==> config.mk <==
export PLATFORM = sky130hd
export DESIGN_NAME = systolic_maxpool
export DESIGN_NICKNAME = d
export VERILOG_FILES = /design/src/rtl/systolic_pkg.sv /design/src/rtl/pool_max2.sv /design/src/rtl/systolic_maxpool.sv
export SDC_FILE = /design/constraint.sdc
export NUM_CORES = 1
export LEC_CHECK = 0
export ABC_AREA = 1
export CAP_MARGIN = 40
export CORE_MARGIN = 5
export CORE_UTILIZATION = 45
export DETAILED_ROUTE_END_ITERATION = 10
export PLACE_DENSITY = 0.66
export SLEW_MARGIN = 40
export SYNTH_ARGS = -nofsm -noshare
export SYNTH_HDL_FRONTEND = slang
export SYNTH_SLANG_ARGS = --single-unit
==> constraint.sdc <==
create_clock -name clk -period 9.6 [get_ports clk]
set_input_delay 1.92 -clock clk [delete_from_list [all_inputs] [get_ports clk]]
set_output_delay 1.92 -clock clk [all_outputs]
set_load 0.02 [all_outputs]
==> src/rtl/systolic_pkg.sv <==
// -----------------------------------------------------------------------------
// systolic_pkg
// Shared constants and constant functions for the systolic convolution chain.
//   DATA_SIZE / KERNEL_SIZE : default pixel width and convolution kernel size
//   ACC_WIDTH               : width of a signed convolution result
//   map_dim()               : feature-map dimension after a valid convolution
//   pool_dim()              : pooled dimension for 2x2, stride-2 pooling
//   clog2() / cnt_width()   : counter widths (cnt_width is never below 1)
// No ports.
// -----------------------------------------------------------------------------
package systolic_pkg;

    localparam int DATA_SIZE   = 8;
    localparam int KERNEL_SIZE = 3;
    localparam int ACC_WIDTH   = 2 * DATA_SIZE + 5;

    function automatic int map_dim(input int img, input int k);
        return img - k + 1;
    endfunction

    function automatic int pool_dim(input int m);
        return m / 2;
    endfunction

    function automatic int clog2(input int n);
        int r;
        int v;
        r = 0;
        v = n - 1;
        while (v > 0) begin
            r = r + 1;
            v = v >> 1;
        end
        return r;
    endfunction

    function automatic int cnt_width(input int n);
        return (clog2(n) < 1) ? 1 : clog2(n);
    endfunction

endpackage

==> src/rtl/pool_max2.sv <==
// -----------------------------------------------------------------------------
// pool_max2
// Combinational signed maximum of two IN_WIDTH operands.
// Optional macro SYSTOLIC_MAXPOOL_RELU_EN: both operands are clamped to zero
// when negative before the compare, so y is never negative.
// Because max(relu(a), relu(b)) == relu(max(a, b)), clamping here gives the
// same result as clamping every sample on entry.
// Ports:
//   a, b : signed operands
//   y    : signed maximum (ties return a, which equals b)
// -----------------------------------------------------------------------------
module pool_max2
    import systolic_pkg::*;
#(
    parameter int IN_WIDTH = ACC_WIDTH
) (
    input  logic signed [IN_WIDTH-1:0] a,
    input  logic signed [IN_WIDTH-1:0] b,
    output logic signed [IN_WIDTH-1:0] y
);

    logic signed [IN_WIDTH-1:0] a_c;
    logic signed [IN_WIDTH-1:0] b_c;

    always_comb begin
`ifdef SYSTOLIC_MAXPOOL_RELU_EN
        a_c = a[IN_WIDTH-1] ? '0 : a;
        b_c = b[IN_WIDTH-1] ? '0 : b;
`else
        a_c = a;
        b_c = b;
`endif
        y = (a_c >= b_c) ? a_c : b_c;
    end

endmodule

==> src/rtl/systolic_maxpool.sv <==
// -----------------------------------------------------------------------------
// systolic_maxpool
// 2x2, stride-2 max pooling over a raster-ordered MAP_WIDTH x MAP_HEIGHT
// feature map. Row partial maxima live in a PW-entry line buffer, so no frame
// storage is needed. Odd trailing column/row samples are counted and dropped.
// Optional macro SYSTOLIC_MAXPOOL_RELU_EN (handled in pool_max2): negative
// samples are treated as zero.
// Ports:
//   clk            : clock, rising edge
//   rst            : synchronous active-low reset
//   pix_in         : signed convolution result, raster order
//   pix_in_valid   : qualifies pix_in, gaps allowed, no backpressure
//   pool_out       : signed pooled maximum, held between pulses
//   pool_out_valid : one-cycle pulse per pooled result
//   pool_done      : one-cycle pulse with the last pooled result of a frame
// -----------------------------------------------------------------------------
module systolic_maxpool
    import systolic_pkg::*;
#(
    parameter int IN_WIDTH   = ACC_WIDTH,
    parameter int MAP_WIDTH  = 2,
    parameter int MAP_HEIGHT = 2
) (
    input  logic                       clk,
    input  logic                       rst,
    input  logic signed [IN_WIDTH-1:0] pix_in,
    input  logic                       pix_in_valid,
    output logic signed [IN_WIDTH-1:0] pool_out,
    output logic                       pool_out_valid,
    output logic                       pool_done
);

    localparam int PW = pool_dim(MAP_WIDTH);
    localparam int PH = pool_dim(MAP_HEIGHT);
    localparam int CW = cnt_width(MAP_WIDTH);
    localparam int RW = cnt_width(MAP_HEIGHT);

    logic [CW-1:0]              col_q, col_d;
    logic [RW-1:0]              row_q, row_d;
    logic signed [IN_WIDTH-1:0] hold_q, hold_d;
    logic signed [IN_WIDTH-1:0] line_buf_q [PW];
    logic signed [IN_WIDTH-1:0] line_buf_d [PW];
    logic signed [IN_WIDTH-1:0] pool_out_q, pool_out_d;
    logic                       pool_out_valid_q, pool_out_valid_d;
    logic                       pool_done_q, pool_done_d;

    logic [CW-1:0]              col_half;
    logic signed [IN_WIDTH-1:0] lb_rd;
    logic signed [IN_WIDTH-1:0] h_max;
    logic signed [IN_WIDTH-1:0] v_max;
    logic                       in_region;
    logic                       last_col;
    logic                       last_row;
    logic                       last_window;

    assign col_half    = col_q >> 1;
    assign in_region   = (int'(col_q) < 2 * PW) && (int'(row_q) < 2 * PH);
    assign last_col    = (int'(col_q) == MAP_WIDTH - 1);
    assign last_row    = (int'(row_q) == MAP_HEIGHT - 1);
    assign last_window = (int'(col_q) == 2 * PW - 1) && (int'(row_q) == 2 * PH - 1);

    // Line-buffer read for the current window column.
    always_comb begin
        lb_rd = '0;
        for (int i = 0; i < PW; i++) begin
            if (col_half == CW'(i)) begin
                lb_rd = line_buf_q[i];
            end
        end
    end

    // Horizontal pair max (hold vs. right sample), then vertical max with the
    // partial from the row above.
    pool_max2 #(.IN_WIDTH(IN_WIDTH)) u_max_h (
        .a (hold_q),
        .b (pix_in),
        .y (h_max)
    );

    pool_max2 #(.IN_WIDTH(IN_WIDTH)) u_max_v (
        .a (lb_rd),
        .b (h_max),
        .y (v_max)
    );

    always_comb begin
        col_d            = col_q;
        row_d            = row_q;
        hold_d           = hold_q;
        line_buf_d       = line_buf_q;
        pool_out_d       = pool_out_q;
        pool_out_valid_d = 1'b0;
        pool_done_d      = 1'b0;

        if (pix_in_valid) begin
            if (last_col) begin
                col_d = '0;
                row_d = last_row ? '0 : row_q + 1'b1;
            end else begin
                col_d = col_q + 1'b1;
            end

            if (in_region) begin
                if (!col_q[0]) begin
                    hold_d = pix_in;
                end else if (!row_q[0]) begin
                    for (int i = 0; i < PW; i++) begin
                        if (col_half == CW'(i)) begin
                            line_buf_d[i] = h_max;
                        end
                    end
                end else begin
                    pool_out_d       = v_max;
                    pool_out_valid_d = 1'b1;
                    pool_done_d      = last_window;
                end
            end
        end
    end

    // Register stage: counters, hold, line buffer and registered outputs.
    always_ff @(posedge clk) begin
        if (!rst) begin
            col_q            <= '0;
            row_q            <= '0;
            hold_q           <= '0;
            pool_out_q       <= '0;
            pool_out_valid_q <= 1'b0;
            pool_done_q      <= 1'b0;
            for (int i = 0; i < PW; i++) begin
                line_buf_q[i] <= '0;
            end
        end else begin
            col_q            <= col_d;
            row_q            <= row_d;
            hold_q           <= hold_d;
            pool_out_q       <= pool_out_d;
            pool_out_valid_q <= pool_out_valid_d;
            pool_done_q      <= pool_done_d;
            for (int i = 0; i < PW; i++) begin
                line_buf_q[i] <= line_buf_d[i];
            end
        end
    end

    assign pool_out       = pool_out_q;
    assign pool_out_valid = pool_out_valid_q;
    assign pool_done      = pool_done_q;

endmodule

==> results.json, run 1 <==
{
  "status": "finished clean",
  "wirelength_um": 10700,
  "crit_path_end": "pool_out[19]",
  "period_needed_ps": 6690,
  "synth_edf_count": 0,
  "drv_cap": 0,
  "place_ws_ps": 2380,
  "holdBufCountCts": 0,
  "p_sw_uw": 261,
  "synthTopCellsByCount": "171 x nand2_1, 91 x inv_1, 77 x a21oi_1, 67 x dfxtp_1, 46 x nand3_1",
  "antenna_cells": 0,
  "relSlewSlack": 0.485,
  "clockPowerShare": 0.375,
  "pin_count": 47,
  "initial_core_util": 0.454,
  "cts_made_buffers": 9,
  "cts_max_path_buffers": 2,
  "routed_via_density": 5.15,
  "core.rowCount": 35,
  "wl_per_cell_um": 14.0,
  "p_total_uw": 816,
  "worst_setup_path_end_kind": "flip-flop",
  "rsz0062_at_grt": "false",
  "finalNetCount": 718,
  "intPower_uw": 555,
  "dieWidth_um": 106,
  "yosys.area.top_type": "dfxtp_1",
  "critPathLaunch": "pix_in[20]",
  "grt_pass1_wl_um": 17800,
  "pwr_density_cell_nw_per_um2": 166,
  "postRouteAntennaNets": 0,
  "hold_path_startpoint": "pool_out[10]",
  "critPathKind": "in -> reg",
  "crit_fanout": 22,
  "hp-class": "reg -> reg",
  "report.final.slew_viol_count": 0,
  "dieArea_um2": 11200,
  "antenna_found_initial": 0,
  "synth.most_common_cell": "nand2_1",
  "worst_slew_pin_slew_ps": 772,
  "swShare": 0.319,
  "drc_errors": 0,
  "setup_slack_ps": 2910,
  "ys.flop_type": "dfxtp_1",
  "arrival_ps": 6930,
  "via_count": 3959,
  "p_seq_frac": 0.371,
  "synth_nets": 685,
  "synthTopCellsByArea": "dfxtp_1 32%, nand2_1 16%, ha_1 13%",
  "timing.rr.end": "pool_out[19]",
  "yosysSeqAreaShare": 0.324,
  "place_congestion": 0.863,
  "synthArstFlopShare": 0,
  "synth_cell_types": 22,
  "tritoncts": "built",
  "start_kind": "input port",
  "finClkSkew_ps": 11.3,
  "rrSetupSlack_ps": 4730,
  "drive_gt1_frac": 0.0396,
  "p_leak_uw": 0.00246,
  "synthCells": 619,
  "worstRegToRegCells": 22,
  "fill_cells": 884,
  "cts.reportedPaths.clkPinSlew_ps": 70,
  "synth.top_cell.area_share": 0.324,
  "dp.cells": 751,
  "htreeDepth": 3,
  "period_share": 0.697,
  "dr.pass1.iters": 6,
  "synth_seq_cells": 67,
  "grt_use_total": 0.197,
  "grt_pass1_vias": 3609,
  "cts.sinks": 67,
  "r2r-start": "hold_q[20]",
  "yosys_warnings": 0,
  "fp.dieH_um": 106,
  "ctsResizeCount": 0,
  "overflow": 0,
  "root_buffer": "clkbuf_8",
  "stdcell_count": 768,
  "finalHoldViolations": 0,
  "final_cell_area_um2": 4910,
  "syn_to_final_growth_pct": 18.7,
  "fin_setup_tns_ps": 0,
  "syn_avg_cell_area_um2": 6.68,
  "coreArea_um2": 9110,
  "max_freq_ghz": 0.150,
  "io_buffers": 46,
  "syn_area_um2": 4140,
  "dpl_cell_area_um2": 4640,
  "peakVddDrop_uv": 89.8,
  "clk_latency_ps": 350,
  "cp.required_ps": 9840,
  "pwr-share-comb": 0.254,
  "setup_viol": 0,
  "grt_max_degree": 42,
  "dp_hpwl_um": 7930,
  "cts_setup_buffers": 0,
  "drt_iter0_markers": 262
}
==> cells by family (layout without fill, tap and decap cells) <==
| logic type | count (synthesis) | in the layout | share of synthesized area |
|---|---|---|---|
| buffers and inverters | 120 | 158 | 0.113 |
| AO/OA/AOI/OAI | 103 | 103 | 0.127 |
| AND/OR/NAND/NOR | 287 | 287 | 0.308 |
| adder cells (fa/ha/maj) | 42 | 42 | 0.127 |
| flip-flops | 67 | 67 | 0.324 |
==> worst min path at each step <==
stage | to | cells after the start
6_report | pool_out[10] | 2
2_1_floorplan | last_row | 2
4_1_cts | pool_out[10] | 2
3_3_place_gp | pool_out[10] | 2
3_5_place_dp | pool_out[10] | 2
5_1_grt | pool_out[15] | 2
==> worst max-delay path, stage by stage <==
cell and delay (ps):
clkdlybuf4s50_1 510, inv_1 80, ha_1 340, nand2_1 90, nor2_2 150, nand2_1 80, nor2_1 110, nand2_1 90
nand3_1 80, nand2_1 410, nand3_2 470, nand2_1 180, and2_1 180, ha_1 320, nand2_1 80, nor2_1 170
a21boi_0 230, nor2_1 80, nand4_1 100, nand3_2 420, inv_2 510, nand3_1 130, nand2_1 110, nand2_1 50
==> layout make-up <==
type	count	area (um2)	area share
multi-input combinational	432	2330	0.475
tap	111	139	0.0283
sequential	67	1340	0.273
clock inverter	5	108	0.0219
clock buffer	11	151	0.0309
inverter	92	345	0.0704
timing repair buffer	50	494	0.101
==> layout by cell type (no fill, tap or decap), drive strengths merged <==
| cell type | instances |
|---|---|
| a21boi | 1 |
| a21o | 2 |
| a21oi | 77 |
| and2 | 20 |
| buf | 4 |
| bufinv | 3 |
| clkbuf | 11 |
| clkdlybuf4s50 | 46 |
| clkinv | 1 |
| dfxtp | 67 |
| ha | 42 |
| inv | 93 |
| nand2 | 171 |
| nand3 | 48 |
| nand3b | 1 |
| nand4 | 25 |
| nor2 | 21 |
| o21ai | 22 |
| o21bai | 1 |
| or3 | 1 |
==> sequential cells by signal, indices dropped and copies added, names as in the netlist <==
| name | flops |
|---|---|
| col_q | 1 |
| hold_q | 21 |
| last_row | 1 |
| lb_rd | 21 |
| pool_done | 1 |
| pool_out | 21 |
| pool_out_valid | 1 |
==> routing by layer <==
| layer | vias to the layer above | part of all wire | GRT usage |
|---|---|---|---|
| li1 | 2069 | - | - |
| met1 | 1767 | 0.48 | 0.277 |
| met2 | 115 | 0.44 | 0.310 |
| met3 | 8 | 0.067 | 0.0435 |
| met4 | 0 | 0.0088 | 0.0444 |
| met5 | - | 0 | 0 |
==> power groups by stage <==
stage               registers [uW]  logic (uW)  clock network, uW
finish                         303         207                306
detailed placement             309         205                  0
global placement               309         201                  0
floorplan                      307         156                  0
global route                   305         238                327
CTS                            303         206                312
==> through the flow <==
step / utilization / hold slack [ps]
3_3_place_gp: 0.509 / 435
6_report: 0.539 / 449
3_5_place_dp: 0.509 / 438
4_1_cts: 0.538 / 453
2_1_floorplan: - / 444
5_1_grt: 0.539 / 484
(Power assumes the default switching activity.)
==> run 2, diff against run 1 <==
--- a/config.mk
+++ b/config.mk
@@ -10,7 +10,7 @@
 export CORE_MARGIN = 5
 export CORE_UTILIZATION = 45
 export DETAILED_ROUTE_END_ITERATION = 10
-export PLACE_DENSITY = 0.66
+export PLACE_DENSITY = 0.69
 export SLEW_MARGIN = 40
 export SYNTH_ARGS = -nofsm -noshare
 export SYNTH_HDL_FRONTEND = slang
==> constraint.sdc (replaced) <==
create_clock -name clk -period 6 [get_ports clk]
set_input_delay 1.2 -clock clk [delete_from_list [all_inputs] [get_ports clk]]
set_output_delay 1.2 -clock clk [all_outputs]
set_load 0.02 [all_outputs]
==> run 2 against run 1 <==
Flip-flop and latch count is the same. Global-route usage grew 0.19 points. Die area is the same.
==> results.json, run 2 (synthesized netlist as in run 1, its figures left out) <==
{
  "crit_fanout": 22,
  "grtUsageMet3": 0.0257,
  "holdPathStages": 2,
  "pwr-share-comb": 0.294,
  "holdBufCountCts": 0,
  "critPathKind": "in -> reg",
  "grt_use_met1": 0.279,
  "grt-busiest-layer": "met2",
  "max_freq_ghz": 0.181,
  "grt_pass1_vias": 3803,
  "coreArea_um2": 9110,
  "drv_cap": 0,
  "start_kind": "input port",
  "finalHoldViolations": 0,
  "clockPowerShare": 0.290,
  "final_cell_mix": "171 x nand2_1, 90 x inv_1, 77 x a21oi_1",
  "grt_use_total": 0.199,
  "timing.rr.end": "pool_out[12]",
  "r2r-start": "hold_q[20]",
  "dieWidth_um": 106,
  "tritoncts": "built",
  "rsz0062_at_grt": "false",
  "p_seq_frac": 0.416,
  "via_count": 4065,
  "fin_util": 0.530,
  "setup_viol": 0,
  "drc_errors": 0,
  "period_needed_ps": 5520,
  "period_share": 0.921,
  "grt_max_degree": 42,
  "relSlewSlack": 0.484,
  "cp.required_ps": 6230,
  "dieArea_um2": 11200,
  "wl_per_cell_um": 14.0,
  "postRouteAntennaNets": 0,
  "place_congestion": 0.899,
  "overflow": 0,
  "htreeDepth": 3,
  "cts_made_buffers": 9,
  "rrSetupSlack_ps": 1560,
  "cts.sinks": 67,
  "cts_setup_buffers": 0,
  "hp-class": "reg -> reg",
  "peakVddDrop_uv": 106,
  "root_buffer": "clkbuf_8",
  "drive_gt1_frac": 0.0410,
  "report.final.slew_viol_count": 0,
  "fp.dieH_um": 106,
  "p_sw_uw": 413,
  "drt_iter0_markers": 273,
  "antenna_cells": 0,
  "p_leak_uw": 0.00243,
  "pwr_density_cell_nw_per_um2": 241,
  "wirelength_um": 10800,
  "worst_setup_path_end_kind": "flip-flop",
  "pin_count": 47,
  "cts.reportedPaths.clkPinSlew_ps": 70,
  "mostFrequentLayoutCell": "nand2_1",
  "core.rowCount": 35,
  "routed_via_density": 5.29,
  "cts_max_path_buffers": 2,
  "dr.pass1.iters": 5,
  "worstRegToRegCells": 22,
  "grt_pass1_wl_um": 18100,
  "hold_end": "pool_out[8]",
  "syn_to_final_growth_pct": 16.8,
  "io_buffers": 46,
  "grtUsageMet2": 0.315,
  "finalNetCount": 719,
  "clk_latency_ps": 340,
  "fin_setup_tns_ps": 0,
  "worst_slew_pin_slew_ps": 771,
  "dp_hpwl_um": 7950,
  "antenna_found_initial": 0,
  "intPower_uw": 750,
  "arrival_ps": 5750,
  "initial_core_util": 0.454,
  "holdWs_ps": 452,
  "hold_path_startpoint": "pool_out[8]",
  "swShare": 0.355,
  "finClkSkew_ps": 11.7,
  "status": "finished clean"
}
[run 2: cell count changes in the layout (fill, tap and decap cells not counted), sizes merged]
cell,previous run,this run
bufinv,3,0
buf,4,5
inv,93,92
clkinv,1,5
[run 2: how the worst max path moves through the flow]
stage	end	start	slack, ps
CTS	pool_out[12]	pix_in[20]	430
global placement	pool_out[12]	pix_in[20]	240
finish	pool_out[12]	pix_in[20]	480
floorplan	pool_out[0]	pix_in[20]	1840
detailed placement	pool_out[12]	pix_in[20]	90
global route	pool_out[11]	pix_in[20]	40
[run 2: power groups by stage]
stage,Combinational [uW],Sequential (uW),Clock (uW)
after floorplan,250,491,0
after global placement,325,493,0
after detailed placement,336,494,0
after CTS,337,484,343
after global routing,390,487,362
final,342,484,337
[run 2: timing repair]
action                                 CTS  global route
setup endpoints to repair                0            20
endpoints found under the hold margin    0             0
resized for setup                        0             1
[run 2: area by class of cell]
cell class / instances / area, um2
Fill cell: 904 / 4280
Tap cell: 111 / 139
Timing Repair Buffer: 51 / 498
Multi-Input combinational cell: 432 / 2340
Clock inverter: 5 / 28.8
Sequential cell: 67 / 1340
Inverter: 92 / 345
Clock buffer: 11 / 141
[run 2: routing by layer]
metal	wire length [um]	share of wire
met4	171	0.016
met5	0	0
met2	4800	0.45
met1	5050	0.47
met3	748	0.069
[run 2: per-stage QoR]
step	area (um2)	worst slack, ps	instances	total power [uW]
floorplan	4140	1840	619	740
global placement	4650	241	753	819
detailed placement	4650	91.3	753	829
CTS	4820	433	769	1160
global route	4830	40.0	769	1240
finish	4830	477	769	1160
[run 2: worst max-delay path: stages]
cell             delay (ps)
clkdlybuf4s50_1         480
inv_1                    60
ha_1                    340
nand2_1                 110
inv_1                    50
nand2_1                  50
nand2_1                  40
a21oi_1                 190
nand4_2                 540
nand3_4                 460
nand2_1                 140
and2_1                  170
ha_1                    330
nand2_1                  80
nor2_1                  180
nand2_1                 110
nor2_1                  110
nand2_1                  80
nand4_1                 110
nand3_2                 220
inv_2                   400
nand3_1                 150
nand2_1                  90
nand2_1                  50
==> run 3, diff against run 2 <==
--- a/config.mk
+++ b/config.mk
@@ -6,11 +6,10 @@
 export NUM_CORES = 1
 export LEC_CHECK = 0
 export ABC_AREA = 1
-export CAP_MARGIN = 40
 export CORE_MARGIN = 5
 export CORE_UTILIZATION = 45
 export DETAILED_ROUTE_END_ITERATION = 10
-export PLACE_DENSITY = 0.69
+export DONT_BUFFER_PORTS = 1
 export SLEW_MARGIN = 40
 export SYNTH_ARGS = -nofsm -noshare
 export SYNTH_HDL_FRONTEND = slang
==> constraint.sdc (replaced) <==
create_clock -name clk -period 6.35 [get_ports clk]
set_input_delay 1.27 -clock clk [delete_from_list [all_inputs] [get_ports clk]]
set_output_delay 1.27 -clock clk [all_outputs]
set_load 0.02 [all_outputs]
==> run 3 against run 2 <==
First-iteration DRC count fell by 21%. Sequential share of layout area rose by 3.0 points. Sequential power fell by 5.0%. Clock skew fell by 1.6 ps. Routed wire length rose by 0.22%. Hold slack improved by 26 ps. Utilization fell by 5.2 points. Die area did not move. Critical path type unchanged. Critical endpoint is now pool_out[8]. Largest cell class unchanged.
==> results.json, run 3 (synthesized netlist as in run 1, its figures left out) <==
{
  "dieArea_um2": 11200,
  "cp_slowest_stage_delay_ps": 390,
  "start_kind": "input port",
  "place_ws_ps": 1340,
  "arrival_ps": 4910,
  "finClkSkew_ps": 10.1,
  "multi_input_area_um2": 2330,
  "antenna_found_initial": 0,
  "io_buffers": 0,
  "htreeDepth": 3,
  "period_share": 0.735,
  "initial_core_util": 0.454,
  "holdBufCountCts": 0,
  "worst_slew_pin_slew_ps": 774,
  "fp.dieH_um": 106,
  "overflow": 0,
  "relSlewSlack": 0.484,
  "status": "finished clean",
  "critPathKind": "in -> reg",
  "mostFrequentLayoutCell": "nand2_1",
  "peakVddDrop_uv": 118,
  "grt_use_total": 0.205,
  "timing.rr.end": "pool_out[8]",
  "seq_area_um2": 1340,
  "root_buffer": "clkbuf_8",
  "wirelength_um": 10800,
  "cts_max_path_buffers": 2,
  "crit_fanout": 21,
  "pin_count": 47,
  "ctsResizeCount": 0,
  "cts_setup_buffers": 0,
  "crit_slowest_cell": "or3_1",
  "core.rowCount": 35,
  "setup_viol": 0,
  "finalHoldViolations": 0,
  "via_count": 3845,
  "drv_cap": 0,
  "drive_gt1_frac": 0.0425,
  "drt_iter0_markers": 216,
  "hp-class": "reg -> reg",
  "postRouteAntennaNets": 0,
  "worstRegToRegCells": 21,
  "pwr_density_cell_nw_per_um2": 246,
  "holdPathStages": 2,
  "clk_latency_ps": 350,
  "cp_cell_sequence": "inv_1 -> ha_1 -> nand2_1 -> nor2_2 -> nand2_1 -> nor2_1 -> nand2_1 -> nand3_1 -> nand2_1 -> nand3_2 -> nand2_1 -> and2_1 -> ha_1 -> nand2_1 -> nor2_1 -> nand2_1 -> or3_1 -> nand3_2 -> buf_4 -> a21oi_1 -> nand2_1 -> nand2_1",
  "cpMostUsedCell": "nand2_1",
  "worst_setup_path_end_kind": "flip-flop",
  "grt_pass1_wl_um": 18000,
  "max_freq_ghz": 0.214,
  "fill_cells": 985,
  "p_leak_uw": 0.00226,
  "r2r-start": "hold_q[20]",
  "cts.reportedPaths.clkPinSlew_ps": 80,
  "antenna_cells": 0,
  "grt_pass1_vias": 3536,
  "finalNetCount": 674,
  "hold_path_startpoint": "last_row",
  "fin_setup_tns_ps": 0,
  "rsz0062_at_grt": "false",
  "dp_hpwl_um": 7970,
  "setup_slack_ps": 1680,
  "cts_made_buffers": 9,
  "place_congestion": 0.910,
  "grt_max_degree": 42,
  "report.final.slew_viol_count": 0,
  "syn_to_final_growth_pct": 5.42,
  "tritoncts": "built",
  "period_needed_ps": 4670,
  "cp.required_ps": 6590,
  "dr.pass1.iters": 5,
  "drc_errors": 0,
  "coreArea_um2": 9110,
  "cts.sinks": 67,
  "dieWidth_um": 106,
  "routed_via_density": 5.32,
  "hold_end": "last_row",
  "rrSetupSlack_ps": 2290,
  "wl_per_cell_um": 14.9,
  "final_cell_mix": "171 x nand2_1, 90 x inv_1, 77 x a21oi_1"
}
run 3: cell count changes in the layout (fill, tap and decap cells not counted), sizes merged:
| cell | before | now |
|---|---|---|
| clkbuf | 11 | 12 |
| clkdlybuf4s50 | 46 | 0 |
| clkinv | 5 | 3 |
| buf | 5 | 6 |
run 3: power breakdown:
part           internal (uW)  switching [uW]  total, uW  leakage [uW]
Clock                    149             167        316     0.0000860
Combinational            103             195        298       0.00162
Sequential               442            18.2        460      0.000548
run 3: layout make-up:
type	instances	area share
timing repair buffer	6	0.0103
multi-input combinational	432	0.534
inverter	92	0.0792
tap	111	0.0319
clock inverter	3	0.00344
sequential	67	0.308
clock buffer	12	0.0333
run 3: routing by layer:
metal | global-route usage | wire (um)
met5 | 0 | 0
met4 | 0.0601 | 138
met3 | 0.0465 | 742
met2 | 0.316 | 4700
met1 | 0.285 | 5220
run 3: worst max-delay path by stage:
stage | startpoint | to | slack (ps)
after CTS | pix_in[20] | pool_out[17] | 1700
after global placement | pix_in[20] | pool_out[12] | 1440
final | pix_in[20] | pool_out[8] | 1680
after global routing | pix_in[20] | pool_out[20] | 1120
after detailed placement | pix_in[20] | pool_out[17] | 1340
after floorplan | pix_in[20] | pool_out[0] | 2120
run 3: metrics by stage:
step           hold slack (ps)  area, um2  instances  total power [uW]   util
6_report                   477       4360        723              1070  0.479
5_1_grt                    511       4360        723              1150  0.479
4_1_cts                    483       4360        723              1080  0.479
3_5_place_dp               472       4200        708               765  0.461
3_3_place_gp               456       4200        708               759  0.461
2_1_floorplan              444       4140        619               700      -
run 3: critical path, delay by kind of cell:
kind | cells | cell delay (ps)
simple gates | 17 | 2540
compound gates | 1 | 100
fa+ha+maj | 2 | 670
buf+inv | 2 | 310
==> variant 1 (config.mk and constraints of run 3) <==
Add a define of `SYSTOLIC_MAXPOOL_RELU_EN`.
--- a/src/rtl/pool_max2.sv
+++ b/src/rtl/pool_max2.sv
@@ -9,6 +9,8 @@
 //   a, b : signed operands
 //   y    : signed maximum (ties return a, which equals b)
 // -----------------------------------------------------------------------------
+`define SYSTOLIC_MAXPOOL_RELU_EN
+
 module pool_max2
     import systolic_pkg::*;
 #(
Formal check against the unedited RTL: not equivalent (Yosys sat finds a counterexample within 10 cycles, from zero or initial values and one cycle with rst low).
==> variant 1 against run 3 <==
  * Sequential cell count down 2
  * Area after synthesis up 7.9%
  * Register-to-register slack worse by 0.55 ns
  * Cell count up 13%
  * Largest cell class unchanged
  * Largest power group unchanged
  * Power up 1.8%
  * Routed wire length down 1.2%
  * Final area up 6.4%
  * Critical path type unchanged
  * Worst setup slack worse by 0.11 ns
==> variant 1: results (changes against run 3) <==
[metrics] run status: finished clean
[metrics] Post-Route WL: 10.67 mm (-1.2%)
[metrics] pin count of the biggest net entering global routing: 43 (+2.4%)
[metrics] share of post-route cells with drive strength above 1: 6.696% (+2.4 points)
[metrics] largest clock skew in the final design: 0.01067 ns (+0.0005619 ns)
[metrics] peak supply drop: 0.1073 mV (-9.0%)
[metrics] met1 capacity usage during global routing: 27.56% (-0.98 points)
[metrics] number of fill cells: 1081 (+9.7%)
[metrics] Detail Route met3 WL: 696 um (-6.2%)
[metrics] Max stage delay on crit path: 0.46 ns (+0.07 ns)
[metrics] data arrival time of the critical path: 5.03 ns (+0.12 ns)
[metrics] length in cells of the worst reg-to-reg path: 22 (+4.8%)
[metrics] cell area after placement: 0.004477 sq mm (+6.6%)
[metrics] first-pass GRT wire length: 17.89 mm (-0.73%)
[metrics] slowest cell on the critical path: sky130_fd_sc_hd__nand2_1
[metrics] adder and majority gate portion of the synthesized area: 11.22% (-1.5 points)
[metrics] initial DRC count: 187 (-13%)
[metrics] dominant cells by area after synthesis: sky130_fd_sc_hd__dfxtp_1 29%, sky130_fd_sc_hd__nand2_1 13%, sky130_fd_sc_hd__inv_1 11%, sky130_fd_sc_hd__ha_1 11%, sky130_fd_sc_hd__nand3_1 9.4%
[metrics] vias after detailed routing: 3931 (+2.2%)
[metrics] Finished Layout Cells: 820 (+13%)
[metrics] switching component of the power: 407.3 uW (+7.0%)
[metrics] share of synthesized area occupied by flip-flops and latches: 29.17% (-3.3 points)
[metrics] detailed placement HPWL: 8.160 mm (+2.3%)
[metrics] Final Wtd Congestion: 0.9256 (+1.7%)
[metrics] global-route usage over all layers: 19.00% (-1.5 points)
[metrics] Synth Area in Compound Gates: 8.864% (-3.8 points)
[metrics] top cells by instance count after synthesis: 156 x sky130_fd_sc_hd__nand2_1, 136 x sky130_fd_sc_hd__inv_1, 84 x sky130_fd_sc_hd__nand3_1
[metrics] wire length the detailed router placed on met1: 5.572 mm (+6.8%)
[metrics] Placed Cells: 804 (+14%)
## variant 1: changes by cell type after synthesis, moves of 3 or more
cell and delta:
sky130_fd_sc_hd__inv_1 +45, sky130_fd_sc_hd__nand2_2 +15, sky130_fd_sc_hd__nor2_4 +3, sky130_fd_sc_hd__clkbuf_1 -3, sky130_fd_sc_hd__nor2_1 +35, sky130_fd_sc_hd__nand3_1 +38
sky130_fd_sc_hd__nand4_1 -20, sky130_fd_sc_hd__a21oi_1 -23, sky130_fd_sc_hd__nand2_1 -15
## variant 1: path summary, 6_finish.rpt
check,slack [ns],startpoint,endpoint
min,0.48,last_row$_SDFFE_PN0P_,last_row$_SDFFE_PN0P_
max,1.57,pix_in[8],pool_out[14]$_SDFFE_PN0P_
min reg2reg,0.48,last_row$_SDFFE_PN0P_,last_row$_SDFFE_PN0P_
max reg2reg,1.74,hold_q[20]$_SDFFE_PN0P_,pool_out[14]$_SDFFE_PN0P_
## variant 1: final cells by class
type                    count  share of cell area [%]
inverters                 139                   11.25
repair buffers              4                  0.6472
flip-flops and latches     65                   28.05
clock buffers              10                   2.751
multi-input cells         463                   52.97
well taps                 133                   3.587
clock inverters             6                  0.7551
## variant 1: power by group through the flow
stage               Clock [mW]  Sequential (mW)  Combinational [mW]
floorplan                    0            0.447               0.294
global placement             0            0.453               0.335
detailed placement           0            0.453               0.342
CTS                      0.317            0.444               0.344
global route             0.339            0.446               0.394
finish                   0.306            0.444               0.344
## variant 1: tightest hold or removal path: cells and delay by family, from the launching register on
family	cells	cell delay, ns
DFF	1	0.31
buffers and inverters	1	0.06
AOI/OAI and AO/OA	1	0.06
==> variant 2 (config.mk and constraints of run 3) <==
Made on the original files. Register the inputs `pix_in` and `pix_in_valid` before use. The logic sees them one clock later.
--- a/src/rtl/systolic_maxpool.sv
+++ b/src/rtl/systolic_maxpool.sv
@@ -34,6 +34,14 @@
     localparam int PH = pool_dim(MAP_HEIGHT);
     localparam int CW = cnt_width(MAP_WIDTH);
     localparam int RW = cnt_width(MAP_HEIGHT);
+
+    logic signed [IN_WIDTH-1:0] pix_q;
+    logic pix_in_valid_q;
+
+    always_ff @(posedge clk) begin
+        pix_q          <= pix_in;
+        pix_in_valid_q <= pix_in_valid;
+    end
 
     logic [CW-1:0]              col_q, col_d;
     logic [RW-1:0]              row_q, row_d;
@@ -73,7 +81,7 @@
     // partial from the row above.
     pool_max2 #(.IN_WIDTH(IN_WIDTH)) u_max_h (
         .a (hold_q),
-        .b (pix_in),
+        .b (pix_q),
         .y (h_max)
     );
 
@@ -92,7 +100,7 @@
         pool_out_valid_d = 1'b0;
         pool_done_d      = 1'b0;
 
-        if (pix_in_valid) begin
+        if (pix_in_valid_q) begin
             if (last_col) begin
                 col_d = '0;
                 row_d = last_row ? '0 : row_q + 1'b1;
@@ -102,7 +110,7 @@
 
             if (in_region) begin
                 if (!col_q[0]) begin
-                    hold_d = pix_in;
+                    hold_d = pix_q;
                 end else if (!row_q[0]) begin
                     for (int i = 0; i < PW; i++) begin
                         if (col_half == CW'(i)) begin
Check against the original RTL: not equivalent (a bounded check fails within 10 cycles, from zero or initial values and one cycle with rst low).
==> variant 2 against run 3 <==
  * Via count grew 2.0%
  * Power grew 21%
  * Hold slack improved by 0.0017 ns
  * Sequential cell count up 22
  * Global-route usage shrank 2.3 points
  * Sequential power rose by 34%
  * Final area rose by 15%
  * Area after synthesis increased by 16%
  * Cell count rose by 7.2%
  * Combinational power grew 7.4%
  * Routed wire length grew 5.5%
  * Worst setup slack got worse by 0.041 ns
  * Highest routed layer unchanged
==> variant 2: results (changes against run 3) <==
[metrics] share of synthesized area occupied by flip-flops and latches: 37.26% (+4.8 points)
[metrics] vias after detailed routing: 3923 (+2.0%)
[metrics] Detail Route met3 WL: 853 um (+15%)
[metrics] flops & latches, synth: 89 (+33%)
[metrics] run status: finished clean
[metrics] Post-Route WL: 11.40 mm (+5.5%)
[metrics] slowest cell on the critical path: sky130_fd_sc_hd__nand3_4
[metrics] Pre-antenna DRT Iters: 4 (-1)
[metrics] Syn Inst Count: 645 (+4.2%)
[metrics] top cells by instance count after synthesis: 152 x sky130_fd_sc_hd__nand2_1, 94 x sky130_fd_sc_hd__inv_1, 89 x sky130_fd_sc_hd__dfxtp_1
[metrics] count of multi-input combinational gates: 434 (+0.46%)
[metrics] Non-clock inverters: 94 (+2.2%)
[metrics] internal power: 860.7 uW (+24%)
[metrics] clock buffer instance count of the final layout: 14 (+2)
[metrics] total nets after synthesis: 711 (+3.8%)
[metrics] Placed Cells: 757 (+6.9%)
[metrics] timing startpoint of the critical path: pix_q[20]$_DFF_P_
[metrics] met2 WL post-DR: 4.810 mm (+2.4%)
[metrics] detailed placement HPWL: 8.309 mm (+4.2%)
[metrics] area taken by flip-flops and latches: 0.001782 sq mm (+33%)
[metrics] Final nets: 698 (+3.6%)
[metrics] initial DRC count: 210 (-2.8%)
[metrics] length in cells of the worst reg-to-reg path: 23 (+9.5%)
[metrics] cell area after placement: 0.004836 sq mm (+15%)
[metrics] clk cell area share: 3.492% (-0.18 points)
[metrics] share of post-route cells with drive strength above 1: 7.064% (+2.8 points)
[metrics] Non-clk bufs: 4 (-2)
[metrics] Worst Min Path Start: pix_q[20]$_DFF_P_
[metrics] met1 capacity usage during global routing: 25.83% (-2.7 points)
[metrics] slew of the pin with the lowest slew margin: 0.7792 ns (+0.005486 ns)
[metrics] Post-Synthesis Mean Instance Area: 7.414 sq um (+11%)
variant 2: cell count changes in the layout (fill, tap and decap cells not counted), sizes merged, moves of 2 or more:
cell,delta
dfxtp,+22
nand2,+3
buf,-2
clkbuf,+2
clkinv,-2
diode,+2
inv,+2
variant 2: logic make-up after synthesis:
logic type / share of synthesized area, %
AO/OA/AOI/OAI: 10.83
adder cells (fa/ha/maj): 10.99
buffers and inverters: 10.65
flip-flops: 37.26
AND/OR/NAND/NOR: 30.27
variant 2: per-stage QoR:
step                      utilization, %  hold slack [ns]  total power, mW
after CTS                          48.54           0.4791            1.311
final                              48.59           0.4791            1.301
after detailed placement           46.84           0.4707           0.9464
after global routing               48.56           0.5058            1.376
after floorplan                        -           0.4436           0.8866
after global placement             46.79           0.4542           0.9398
variant 2: power by group through the flow:
| stage | Clock (mW) | Combinational (mW) | Sequential (mW) |
|---|---|---|---|
| finish | 0.366 | 0.320 | 0.615 |
| global route | 0.397 | 0.360 | 0.619 |
| CTS | 0.376 | 0.320 | 0.615 |
| detailed placement | 0 | 0.318 | 0.628 |
| global placement | 0 | 0.313 | 0.627 |
| floorplan | 0 | 0.267 | 0.620 |
variant 2: how the worst max path moves through the flow:
stage / end / slack, ns
after floorplan: pool_out[10]$_SDFFE_PN0P_ / 3.05
after global placement: pool_out[19]$_SDFFE_PN0P_ / 1.76
after CTS: pool_out[19]$_SDFFE_PN0P_ / 1.67
after detailed placement: pool_out[19]$_SDFFE_PN0P_ / 1.69
after global routing: pool_out[19]$_SDFFE_PN0P_ / 1.21
final: pool_out[19]$_SDFFE_PN0P_ / 1.64
